<file path="src/rtl/player_link_rx_pkg.sv">
// Shared constants and frame layout for the inter-board player link (rx and tx ends).
package player_link_rx_pkg;

  localparam int unsigned LINK_CLKS_PER_BIT   = 521;
  localparam int unsigned LINK_TIMEOUT_CYCLES = 6_000_000;
  localparam logic [1:0]  LINK_MARKER         = 2'b10;

  // Receiver FSM encoding, kept as plain constants for the legacy tools downstream
  typedef logic [2:0] link_rx_state_t;
  localparam link_rx_state_t IDLE      = 3'd0;
  localparam link_rx_state_t START     = 3'd1;
  localparam link_rx_state_t DATA      = 3'd2;
  localparam link_rx_state_t STOP      = 3'd3;
  localparam link_rx_state_t WAIT_IDLE = 3'd4;

  // Frame byte: {marker[1:0], payload[3:0], player2_ready, player1_ready}, LSB sent first
  typedef struct packed {
    logic [1:0] marker;
    logic [3:0] payload;
    logic       p2_ready;
    logic       p1_ready;
  } link_frame_t;

  function automatic logic link_marker_ok(input link_frame_t frame);
    return frame.marker == LINK_MARKER;
  endfunction

endpackage

</file>
<file path="src/rtl/player_link_rx_sync.sv">
// Two-flop synchroniser for the asynchronous link line; resets to the idle-high level.
module player_link_rx_sync (
  input  logic clk60MHz,
  input  logic rst,
  input  logic i_rx,
  output logic o_rx_s
);

  logic r_meta;
  logic r_sync;

  always_ff @(posedge clk60MHz) begin
    if (rst) begin
      r_meta <= 1'b1;
      r_sync <= 1'b1;
    end else begin
      r_meta <= i_rx;
      r_sync <= r_meta;
    end
  end

  assign o_rx_s = r_sync;

endmodule

</file>
<file path="src/rtl/player_link_rx.sv">
// Receive end of the player link: deserialises 8N1 frames carrying the peer's ready flags
// and payload, and tracks link liveness with a frame timeout.
module player_link_rx
  import player_link_rx_pkg::*;
#(
  parameter int unsigned CLKS_PER_BIT   = LINK_CLKS_PER_BIT,
  parameter int unsigned TIMEOUT_CYCLES = LINK_TIMEOUT_CYCLES
) (
  input  logic       clk60MHz,
  input  logic       rst,
  input  logic       rx,
  output logic       in_player1_ready,
  output logic       in_player2_ready,
  output logic [3:0] rx_data,
  output logic       rx_valid,
  output logic       frame_error,
  output logic       link_up
);

  localparam int unsigned CNT_W = $clog2(CLKS_PER_BIT);
  localparam int unsigned TO_W  = $clog2(TIMEOUT_CYCLES);
  localparam logic [CNT_W-1:0] BIT_LAST  = CNT_W'(CLKS_PER_BIT - 1);
  localparam logic [CNT_W-1:0] HALF_LAST = CNT_W'(CLKS_PER_BIT / 2 - 1);
  localparam logic [TO_W-1:0]  TO_MAX    = TO_W'(TIMEOUT_CYCLES - 1);

  logic             w_rx_s;
  link_rx_state_t   r_state;
  link_rx_state_t   w_state_d;
  logic [CNT_W-1:0] r_clk_cnt;
  logic [CNT_W-1:0] w_clk_cnt_d;
  logic [2:0]       r_bit_idx;
  logic [2:0]       w_bit_idx_d;
  link_frame_t      r_shift;
  link_frame_t      w_shift_d;
  logic             w_commit;
  logic             w_error;
  logic [TO_W-1:0]  r_to_cnt;
  logic [TO_W-1:0]  w_to_inc;
  logic             w_to_expire;

  player_link_rx_sync u_sync (
    .clk60MHz (clk60MHz),
    .rst      (rst),
    .i_rx     (rx),
    .o_rx_s   (w_rx_s)
  );

  always_comb begin
    w_state_d   = r_state;
    w_clk_cnt_d = r_clk_cnt + 1'b1;
    w_bit_idx_d = r_bit_idx;
    w_shift_d   = r_shift;
    w_commit    = 1'b0;
    w_error     = 1'b0;
    case (r_state)
      IDLE: begin
        w_clk_cnt_d = '0;
        if (!w_rx_s) w_state_d = START;
      end
      START: begin
        // A start bit that is high again at mid-bit is a glitch, not a frame
        if (r_clk_cnt == HALF_LAST) begin
          w_clk_cnt_d = '0;
          if (w_rx_s) begin
            w_state_d = IDLE;
          end else begin
            w_state_d   = DATA;
            w_bit_idx_d = '0;
          end
        end
      end
      DATA: begin
        if (r_clk_cnt == BIT_LAST) begin
          w_clk_cnt_d          = '0;
          w_shift_d[r_bit_idx] = w_rx_s;
          if (r_bit_idx == 3'd7) w_state_d = STOP;
          else                   w_bit_idx_d = r_bit_idx + 3'd1;
        end
      end
      STOP: begin
        if (r_clk_cnt == BIT_LAST) begin
          w_clk_cnt_d = '0;
          if (w_rx_s && link_marker_ok(r_shift)) begin
            w_commit  = 1'b1;
            w_state_d = IDLE;
          end else begin
            w_error   = 1'b1;
            w_state_d = WAIT_IDLE;
          end
        end
      end
      WAIT_IDLE: begin
        // Line held low (break) parks here so only one error is ever reported
        w_clk_cnt_d = '0;
        if (w_rx_s) w_state_d = IDLE;
      end
      default: begin
        w_clk_cnt_d = '0;
        w_state_d   = IDLE;
      end
    endcase
  end

  always_ff @(posedge clk60MHz) begin
    if (rst) begin
      r_state   <= IDLE;
      r_clk_cnt <= '0;
      r_bit_idx <= '0;
      r_shift   <= '0;
    end else begin
      r_state   <= w_state_d;
      r_clk_cnt <= w_clk_cnt_d;
      r_bit_idx <= w_bit_idx_d;
      r_shift   <= w_shift_d;
    end
  end

  assign w_to_inc    = (r_to_cnt == TO_MAX) ? r_to_cnt : r_to_cnt + 1'b1;
  assign w_to_expire = (w_to_inc == TO_MAX);

  // A commit coinciding with expiry wins and restarts the timeout
  always_ff @(posedge clk60MHz) begin
    if (rst) begin
      in_player1_ready <= 1'b0;
      in_player2_ready <= 1'b0;
      rx_data          <= '0;
      link_up          <= 1'b0;
      r_to_cnt         <= '0;
    end else if (w_commit) begin
      in_player1_ready <= r_shift.p1_ready;
      in_player2_ready <= r_shift.p2_ready;
      rx_data          <= r_shift.payload;
      link_up          <= 1'b1;
      r_to_cnt         <= '0;
    end else begin
      r_to_cnt <= w_to_inc;
      if (w_to_expire) begin
        link_up          <= 1'b0;
        in_player1_ready <= 1'b0;
        in_player2_ready <= 1'b0;
      end
    end
  end

  always_ff @(posedge clk60MHz) begin
    if (rst) begin
      rx_valid    <= 1'b0;
      frame_error <= 1'b0;
    end else begin
      rx_valid    <= w_commit;
      frame_error <= w_error;
    end
  end

endmodule

</file>
<file path="config.mk">
export PLATFORM = sky130hd
export DESIGN_NAME = player_link_rx
export DESIGN_NICKNAME = d
export VERILOG_FILES = /design/src/rtl/player_link_rx_pkg.sv /design/src/rtl/player_link_rx_sync.sv /design/src/rtl/player_link_rx.sv
export SDC_FILE = /design/constraint.sdc
export NUM_CORES = 1
export LEC_CHECK = 0
export ABC_CLOCK_PERIOD_IN_PS = 2230
export CORE_MARGIN = 3
export CORE_UTILIZATION = 40
export DETAILED_ROUTE_END_ITERATION = 8
export HOLD_SLACK_MARGIN = 0.06
export PLACE_DENSITY = 0.61
export SLEW_MARGIN = 20
export SYNTH_ARGS = -nofsm -noshare
export SYNTH_HDL_FRONTEND = slang
export SYNTH_SLANG_ARGS = --single-unit
</file>
<file path="constraint.sdc">
create_clock -name clk60MHz -period 2.23 [get_ports clk60MHz]
set_input_delay 0.223 -clock clk60MHz [delete_from_list [all_inputs] [get_ports clk60MHz]]
set_output_delay 0.223 -clock clk60MHz [all_outputs]
set_load 0.1 [all_outputs]
</file>
* Word-level counts from Yosys, hierarchy flattened
Cells that the tools add are included.
** Operators by class
- $add $sub $neg :: 3
- $lt $le $gt $ge :: 2
- Eq/ne operators :: 18
- Mux-type cells :: 29
- Bitwise operators :: 2
- Reduce and logical (&&, ||, !) cells :: 11
** Operator list (count)
- == test 23 bit (second input constant) :: 2
- 2-to-1 mux 3 bit :: 11
- adder 23 x 1 -> 23 bit (second input constant) :: 1
- 2-to-1 mux 23 bit :: 1
- 2-to-1 mux 10 bit :: 2
- one-hot mux 10 bit (2 select lines) :: 1
- one-hot mux 3 bit (5 select lines) :: 1
- inequality test 2 bit (second input constant) :: 7
- adder 10 x 1 -> 10 bit (second input constant) :: 1
- == test 10 bit (second input constant) :: 1
- == test 10 x 9 -> 1 bit (second input constant) :: 1
- 2-to-1 mux 1 bit :: 9
- bitwise mux 8 bit :: 1
- == test 3 x 2 -> 1 bit (second input constant) :: 2
- == test 3 bit (second input constant) :: 2
- one-hot mux 3 bit (2 select lines) :: 1
- AND reduction 6 bit :: 1
- AND reduction 5 bit :: 1
- < comparator 3 x 4 -> 1 bit (second input constant) :: 1
- nonzero test 2 bit :: 2
- OR reduction 2 bit :: 2
- adder 3 x 1 -> 3 bit (second input constant) :: 1
- demux 1 bit (select 3 bit) :: 1
- == test 3 x 1 -> 1 bit (second input constant) :: 1
- other kinds (9) :: 11
** Storage, ports and cells
- Register bits :: 58
- Input bits :: 3
- Output and inout bits :: 9
- Word-level logic and storage cells :: 81

* Depth between registers and ports, before layout
Gate-level depths: netlist of the first run.
- Word-level depth :: 6
- Gate-level depth with buffers :: 9
- Mapped depth without buffers :: 8

* Cells and area by module
A second synthesis of the first run with hierarchy kept.
** Unflattened totals
- Cells, all modules :: 330
- Area, all modules :: 2864.0 µm²
** Modules (own cells, without submodules)
- player_link_rx :: times used 1, cells an instance 326, area an instance 2811.4 µm², seq. area each 1121.1 µm²
- player_link_rx_sync :: times used 1, cells an instance 4, area an instance 52.6 µm², seq. area each 40.0 µm²

* Worst setup path after synthesis of the first run
No wires, ideal clock.
- Path kind :: register to register
- Start :: register r_to_cnt[0]
- End :: register in_player1_ready
- Library setup time :: 0.134 ns
- Arrival time :: 1.928 ns
- Data required time :: 2.096 ns
- Path slack :: 0.168 ns
- Cell stages (with the launch flop) :: 9
- Buffers on the path :: 2
- Period minus slack after synthesis :: 2.062 ns
- Cell sequence :: dfxtp_1 > ha_1 > and4_1 > clkbuf_1 > nand2_1 > or2_2 > clkbuf_1 > a211oi_1 > a21oi_1
** On the way
- Cells in the longest elaborated chain, start to end :: 4
- Elaborated cells on any way between the ends :: 5
- Those cells by class :: add/sub (1); eq/ne (2); mux (1); reduce/logical (1)
** Ends and longest elaborated chain
- from (decl) :: RTL line player_link_rx.sv:37 : logic [TO_W-1:0] r_to_cnt;
- from (signal assigned) :: RTL line player_link_rx.sv:136 : r_to_cnt <= w_to_inc;
- adder 23 x 1 -> 23 bit or == test 23 bit (tied branches) :: RTL line player_link_rx.sv:118 : assign w_to_inc = (r_to_cnt == TO_MAX) ? r_to_cnt : r_to_cnt + 1'b1;
- 2-to-1 mux 23 bit * :: RTL line player_link_rx.sv:118
- == test 23 bit * :: RTL line player_link_rx.sv:119 : assign w_to_expire = (w_to_inc == TO_MAX);
- nonzero test 2 bit (no source line) *
- to (signal assigned) :: RTL line player_link_rx.sv:130 : in_player1_ready <= r_shift.p1_ready;
- to (decl) :: RTL line player_link_rx.sv:12 : output logic in_player1_ready,
Every way passes the cells marked *; elsewhere a longest branch is shown, timed or not.
A chain may end at the register's enable or synchronous reset.

* Worst setup path after layout of the first run
- Start :: register r_to_cnt[0]
- End :: register link_up
** On the way
- Cells in the longest elaborated chain, start to end :: 4
- Elaborated cells on any way between the ends :: 5
- Those cells by class :: add/sub (1); eq/ne (2); mux (1); reduce/logical (1)
** Ends and longest elaborated chain
- adder 23 x 1 -> 23 bit or == test 23 bit (tied branches) :: RTL line player_link_rx.sv:118
- 2-to-1 mux 23 bit * :: RTL line player_link_rx.sv:118
- == test 23 bit * :: RTL line player_link_rx.sv:119
- nonzero test 2 bit (no source line) *
- to (signal assigned) :: RTL line player_link_rx.sv:127 : link_up <= 1'b0;
- to (signal assigned) :: RTL line player_link_rx.sv:133 : link_up <= 1'b1;
- to (signal assigned) :: RTL line player_link_rx.sv:138 : link_up <= 1'b0;
- to (decl) :: RTL line player_link_rx.sv:17 : output logic link_up
Marks and branches as above.

==> results_dict.tcl, run 1 <==
set metrics [dict create \
    status "finished, final reports clean" \
    p_per_area_nw_per_um2 655.1 \
    cts_sinks 58 \
    initial_core_util 0.4280 \
    min_period_ns 2.107 \
    setup_viol 0 \
    drv_slew 0 \
    worstReg2RegEnd "link_up" \
    ant_nets 0 \
    synth_warnings 0 \
    endpoint_kind "register" \
    clkSlewWorstSetupHoldPaths_ns 0.06 \
    nNetsFinal 381 \
    leakagePower_nw 1.287 \
    dpl.hpwl_um 4569 \
    drive_above_1_share 0.1830 \
    syn_area_um2 3004 \
    grt_max_degree 21 \
    cap_violations 0 \
    core_area_um2 7019 \
    routed_wl_um 6366 \
    clockBufferDepth 2 \
    grt_pass1_vias 2339 \
    drtIter0Drc 218 \
    remaining_drc_errors 0 \
    layout_worst_path_cycle_share 0.9448 \
    syn_area_per_cell_um2 8.462 \
    vias_per_cell 5.376 \
    gp_congestion 0.8398 \
    dr.pass1.iters 4 \
    post-place-ws_ns 0.05645 \
    gr-total-overflow 0 \
    dieArea_um2 8586 \
    yosysUniqueCellTypes 62 \
    min_to "u_sync.o_rx_s" \
    ys_async_sr_fraction 0 \
    hold-path-cell-count 1 \
    wl_per_cell_um 13.46 \
    slew_headroom 0.6995 \
    reg2reg_from "r_to_cnt[0]" \
    hold_ws_ns 0.4113 \
    ys.flop_type "dfxtp_1" \
    yosysSeqAreaShare 0.3865 \
    cts_tree "yes" \
    vias 2543 \
    die_h_um 92.66 \
    syn_nets 363 \
    fp.dieW_um 92.66 \
    critical_path_required_ns 2.43 \
    layout_commonest_cell "dfxtp_1" \
    cts-htree-levels 3 \
    finalClockSkew_ns 0.005410 \
    hp-class "register to register" \
    synthCells 355 \
    cts_buffers 9 \
    synth_top_area_frac 0.3865 \
    most-common-layout-cells "56 x dfxtp_1, 53 x nor2_1, 29 x nand2_1" \
    area_growth_pct 15.74 \
    reg2reg_depth 7 \
    clock_latency_ns 0.32 \
    cp-start-kind "register" \
    worstPathMaxFanout 4 \
    worstMarginPinSlew_ns 0.4507 \
    place.port_buffers 11 \
    io_pins 12 \
    setup_ws_ns 0.1231 \
    grt.total_usage 0.1548 \
    crit_type "register to register" \
    ir_worst_vdd_uv 381.0 \
    fmax_ghz 0.4746 \
    final_hold_viol_count 0 \
    synth_edf_count 0 \
    rows 30 \
    synth_top_cell_by_area "dfxtp_1" \
    arrival_ns 2.30 \
    rrSetupSlack_ns 0.12 \
    grt_pass1_wl_um 10810 \
    antenna_found_initial 0 \
    hold_start "u_sync.r_meta" \
    ys_seq_elements 58 \
    diodes 0 \
    hold_buffers 0 \
    ys_top_cells_by_area "dfxtp_1 39%, nor2_1 6.6%, xnor2_1 4.7%" \
    clock_tree.root_cell "clkbuf_8" \
]
how the worst max path moves through the flow:
stage	start	to	cells past startpoint
detailed placement	r_to_cnt[8]	in_player2_ready	6
global route	r_to_cnt[0]	link_up	7
finish	r_to_cnt[0]	link_up	7
CTS	r_to_cnt[8]	link_up	6
global placement	r_to_cnt[8]	link_up	6
floorplan	r_to_cnt[0]	in_player1_ready	8
metal layers:
layer  global-route usage  vias up  wire (µm)
met2               0.2296       55       2752
met5                    0        -          0
li1                     -     1289          -
met3              0.03493        9        238
met1               0.2141     1190       3266
met4              0.06838        0        109
synth_stat cells, types with 4 or more instances:
cell	n
a21oi_1	19
nand4_1	7
or2_2	4
a211oi_1	5
clkbuf_1	15
inv_1	10
nor4b_1	4
xor2_1	10
and3_1	4
dfxtp_1	58
nor4_1	8
a22o_1	4
ha_1	5
xnor2_1	16
nand3_1	9
mux2i_1	10
nand3b_1	5
nor3_1	12
nand2_1	29
nor2_1	53
report_power, final:
group	internal [mW]	switching, mW	total, mW
registers	1.06	0.0308	1.09
clock network	0.600	0.389	0.989
logic	0.0858	0.114	0.200
total	1.74	0.534	2.28
metrics by stage:
| step | total power [mW] | setup TNS (ns) | std cells | util | cell area, µm² |
|---|---|---|---|---|---|
| after CTS | 2.303 | 0 | 473 | 0.4929 | 3460 |
| final | 2.278 | 0 | 473 | 0.4954 | 3477 |
| after global placement | 1.310 | 0 | 458 | 0.4638 | 3256 |
| after global routing | 2.390 | -0.08743 | 473 | 0.4954 | 3477 |
| after floorplan | 1.251 | 0 | 355 | - | 3004 |
| after detailed placement | 1.312 | 0 | 458 | 0.4638 | 3256 |
flip-flops by register name, indices dropped and copies added (netlist names):
register / count
r_bit_idx: 3
frame_error: 1
r_shift: 8
r_clk_cnt: 10
link_up: 1
u_sync.r_meta: 1
in_player1_ready: 1
rx_data: 4
u_sync.o_rx_s: 1
r_to_cnt: 23
rx_valid: 1
r_state: 3
in_player2_ready: 1
kinds of logic after synthesis:
family	Yosys count	synth area share
compound gates	55	0.1283
flops	58	0.3865
simple gates	168	0.3057
xor+xnor	26	0.07580
fa+ha+maj	5	0.02082
buf+inv	33	0.04956
mux	10	0.03332
final cells by class:
type,instances,area (µm²)
fill,681,3542
multi-input combinational,264,1709
sequential,58,1164
timing repair buffer,30,242.7
clock buffer,13,168.9
tap,96,120.1
inverter,10,37.54
clock inverter,2,35.03
critical path: stages, from the launching register on:
cell and delay (ns):
dfxtp_1 0.33, ha_1 0.23, nand4_2 0.15, nor4_1 0.34
xnor2_1 0.22, o2111ai_1 0.21, a211oi_2 0.38, a21oi_1 0.11
what timing repair did:
action | 4_1_cts | 5_1_grt
buffers inserted | 0 | 0
gates resized for setup | 0 | 5
endpoints found under the setup margin | 0 | 19
(Power assumes the default switching activity.)
==> run 2, diff against run 1 <==
- RECOVER_POWER: default -> 100
==> results_dict.tcl, run 2 (synthesis gave the netlist of run 1 again) <==
set metrics [dict create \
    critical_path_required_ns 2.43 \
    dpl_cell_area_um2 3256 \
    grt_max_degree 21 \
    clock_latency_ns 0.32 \
    dr.max_layer_used "met4" \
    grt_pass1_wl_um 10810 \
    drtIter0Drc 191 \
    fillers 696 \
    crit_family "compound AO/OA/AOI/OAI gates" \
    place_inst 458 \
    grt_pass1_vias 2339 \
    slew_headroom 0.2204 \
    cp-start-kind "register" \
    post-place-ws_ns 0.05645 \
    regMostFlops "r_to_cnt" \
    cts_tree "yes" \
    routed_wl_um 6341 \
    largestRegisters "r_to_cnt (23), r_clk_cnt (10), r_shift (8)" \
    die_h_um 92.66 \
    power.share.clock 0.435 \
    diodes 0 \
    worstPathMaxFanout 4 \
    post_cts_buffers 0 \
    leakagePower_nw 1.239 \
    power.total_mw 2.272 \
    ant_nets 0 \
    clock_tree.root_cell "clkbuf_8" \
    ir_worst_vdd_uv 381.1 \
    switching_share 0.2347 \
    nNetsFinal 381 \
    p_comb_frac 0.086 \
    power_switching_mw 0.5333 \
    finalClockSkew_ns 0.005237 \
    grt.total_usage 0.1548 \
    hp-class "register to register" \
    antenna_found_initial 0 \
    setup_viol 0 \
    largest_reg_flops 23 \
    crit_chain "ha_1 > nand4_2 > nor4_1 > xnor2_1 > o2111ai_1 > a211oi_2 > a21oi_1" \
    drive_above_1_share 0.1538 \
    most-common-layout-cells "56 x dfxtp_1, 53 x nor2_1, 29 x nand2_1" \
    internal_power_mw 1.739 \
    vias 2525 \
    gr-total-overflow 0 \
    crit_type "register to register" \
    io_pins 12 \
    wl_met2_um 2753 \
    setup_ws_ns 0.1056 \
    endpoint_kind "register" \
    worstMarginPinSlew_ns 1.174 \
    fp.dieW_um 92.66 \
    clkSlewWorstSetupHoldPaths_ns 0.06 \
    core_area_um2 7019 \
    dpl.hpwl_um 4569 \
    cts_buffers 9 \
    final_hold_viol_count 0 \
    remaining_drc_errors 0 \
    cap_violations 0 \
    finalInstanceArea_um2 3425 \
    hold_buffers 0 \
    cp_slowest_cell "a211oi_2" \
    drv_slew 0 \
    layout_commonest_cell "dfxtp_1" \
    dieArea_um2 8586 \
    p_per_area_nw_per_um2 663.6 \
    fin_setup_tns_ns 0 \
    cts_sinks 58 \
    clockBufferDepth 2 \
    area_growth_pct 13.99 \
    wl_per_cell_um 13.41 \
    place.port_buffers 11 \
    min_period_ns 2.124 \
    drt-met1-wl_um 3237 \
    gp_congestion 0.8398 \
    wl_met3_um 235 \
    final_cells 473 \
    fmax_ghz 0.4707 \
    path_buf_inv 0 \
    power_frac_seq 0.479 \
    status "finished, final reports clean" \
    arrival_ns 2.32 \
    critPathMaxStageDelay_ns 0.38 \
    cts-htree-levels 3 \
    vias_per_cell 5.338 \
    layout_worst_path_cycle_share 0.9526 \
    initial_core_util 0.4280 \
    rows 30 \
    dr.pass1.iters 4 \
]
## run 2: cell types whose count changed in the layout (fill, tap and decap cells not counted), sizes merged
cell and change:
buf -11, dlygate4sd3 +1, clkdlybuf4s50 -1, clkbuf +11
## run 2: worst paths after layout
kind / from / end / slack [ns] / cells after the start
max reg2reg: r_to_cnt[0] / link_up / 0.11 / 7
min reg2reg: u_sync.r_meta / u_sync.o_rx_s / 0.41 / 1
min: u_sync.r_meta / u_sync.o_rx_s / 0.41 / 1
max: r_to_cnt[0] / link_up / 0.11 / 7
## run 2: cell type report
| class | count | area, µm² | share of cell area |
|---|---|---|---|
| multi-input cells | 264 | 1709 | 0.4991 |
| flip-flops and latches | 58 | 1164 | 0.3398 |
| repair buffers | 30 | 190.2 | 0.05554 |
| clock buffers | 13 | 168.9 | 0.04932 |
| well taps | 96 | 120.1 | 0.03507 |
| inverters | 10 | 37.54 | 0.01096 |
| clock inverters | 2 | 35.03 | 0.01023 |
## run 2: through the flow
step	utilization	hold WS, ns
CTS	0.4929	0.4160
floorplan	-	0.3268
detailed placement	0.4638	0.3969
global route	0.4879	0.4255
global placement	0.4638	0.3965
finish	0.4879	0.4113
## run 2: timing repair
item / CTS / global route
setup endpoints to repair: 0 / 19
endpoints found under the hold margin: 0 / 0
resized for setup: 0 / 5
## run 2: metal layers
layer,track usage,vias to the layer above
li1,-,1290
met1,0.2141,1175
met2,0.2296,51
met3,0.03493,9
met4,0.06838,0
met5,0,-
## run 2: power groups by stage
| stage | sequential [mW] | combinational, mW | clock (mW) |
|---|---|---|---|
| after floorplan | 1.09 | 0.156 | 0 |
| after global placement | 1.11 | 0.199 | 0 |
| after detailed placement | 1.11 | 0.201 | 0 |
| after CTS | 1.09 | 0.201 | 1.01 |
| after global routing | 1.09 | 0.219 | 1.07 |
| final | 1.09 | 0.195 | 0.989 |
==> run 3, diff against run 2 <==
- CAP_MARGIN: default -> 15
==> results of run 3 <==
Final layout, timing and power as in run 2 (identical DEF).
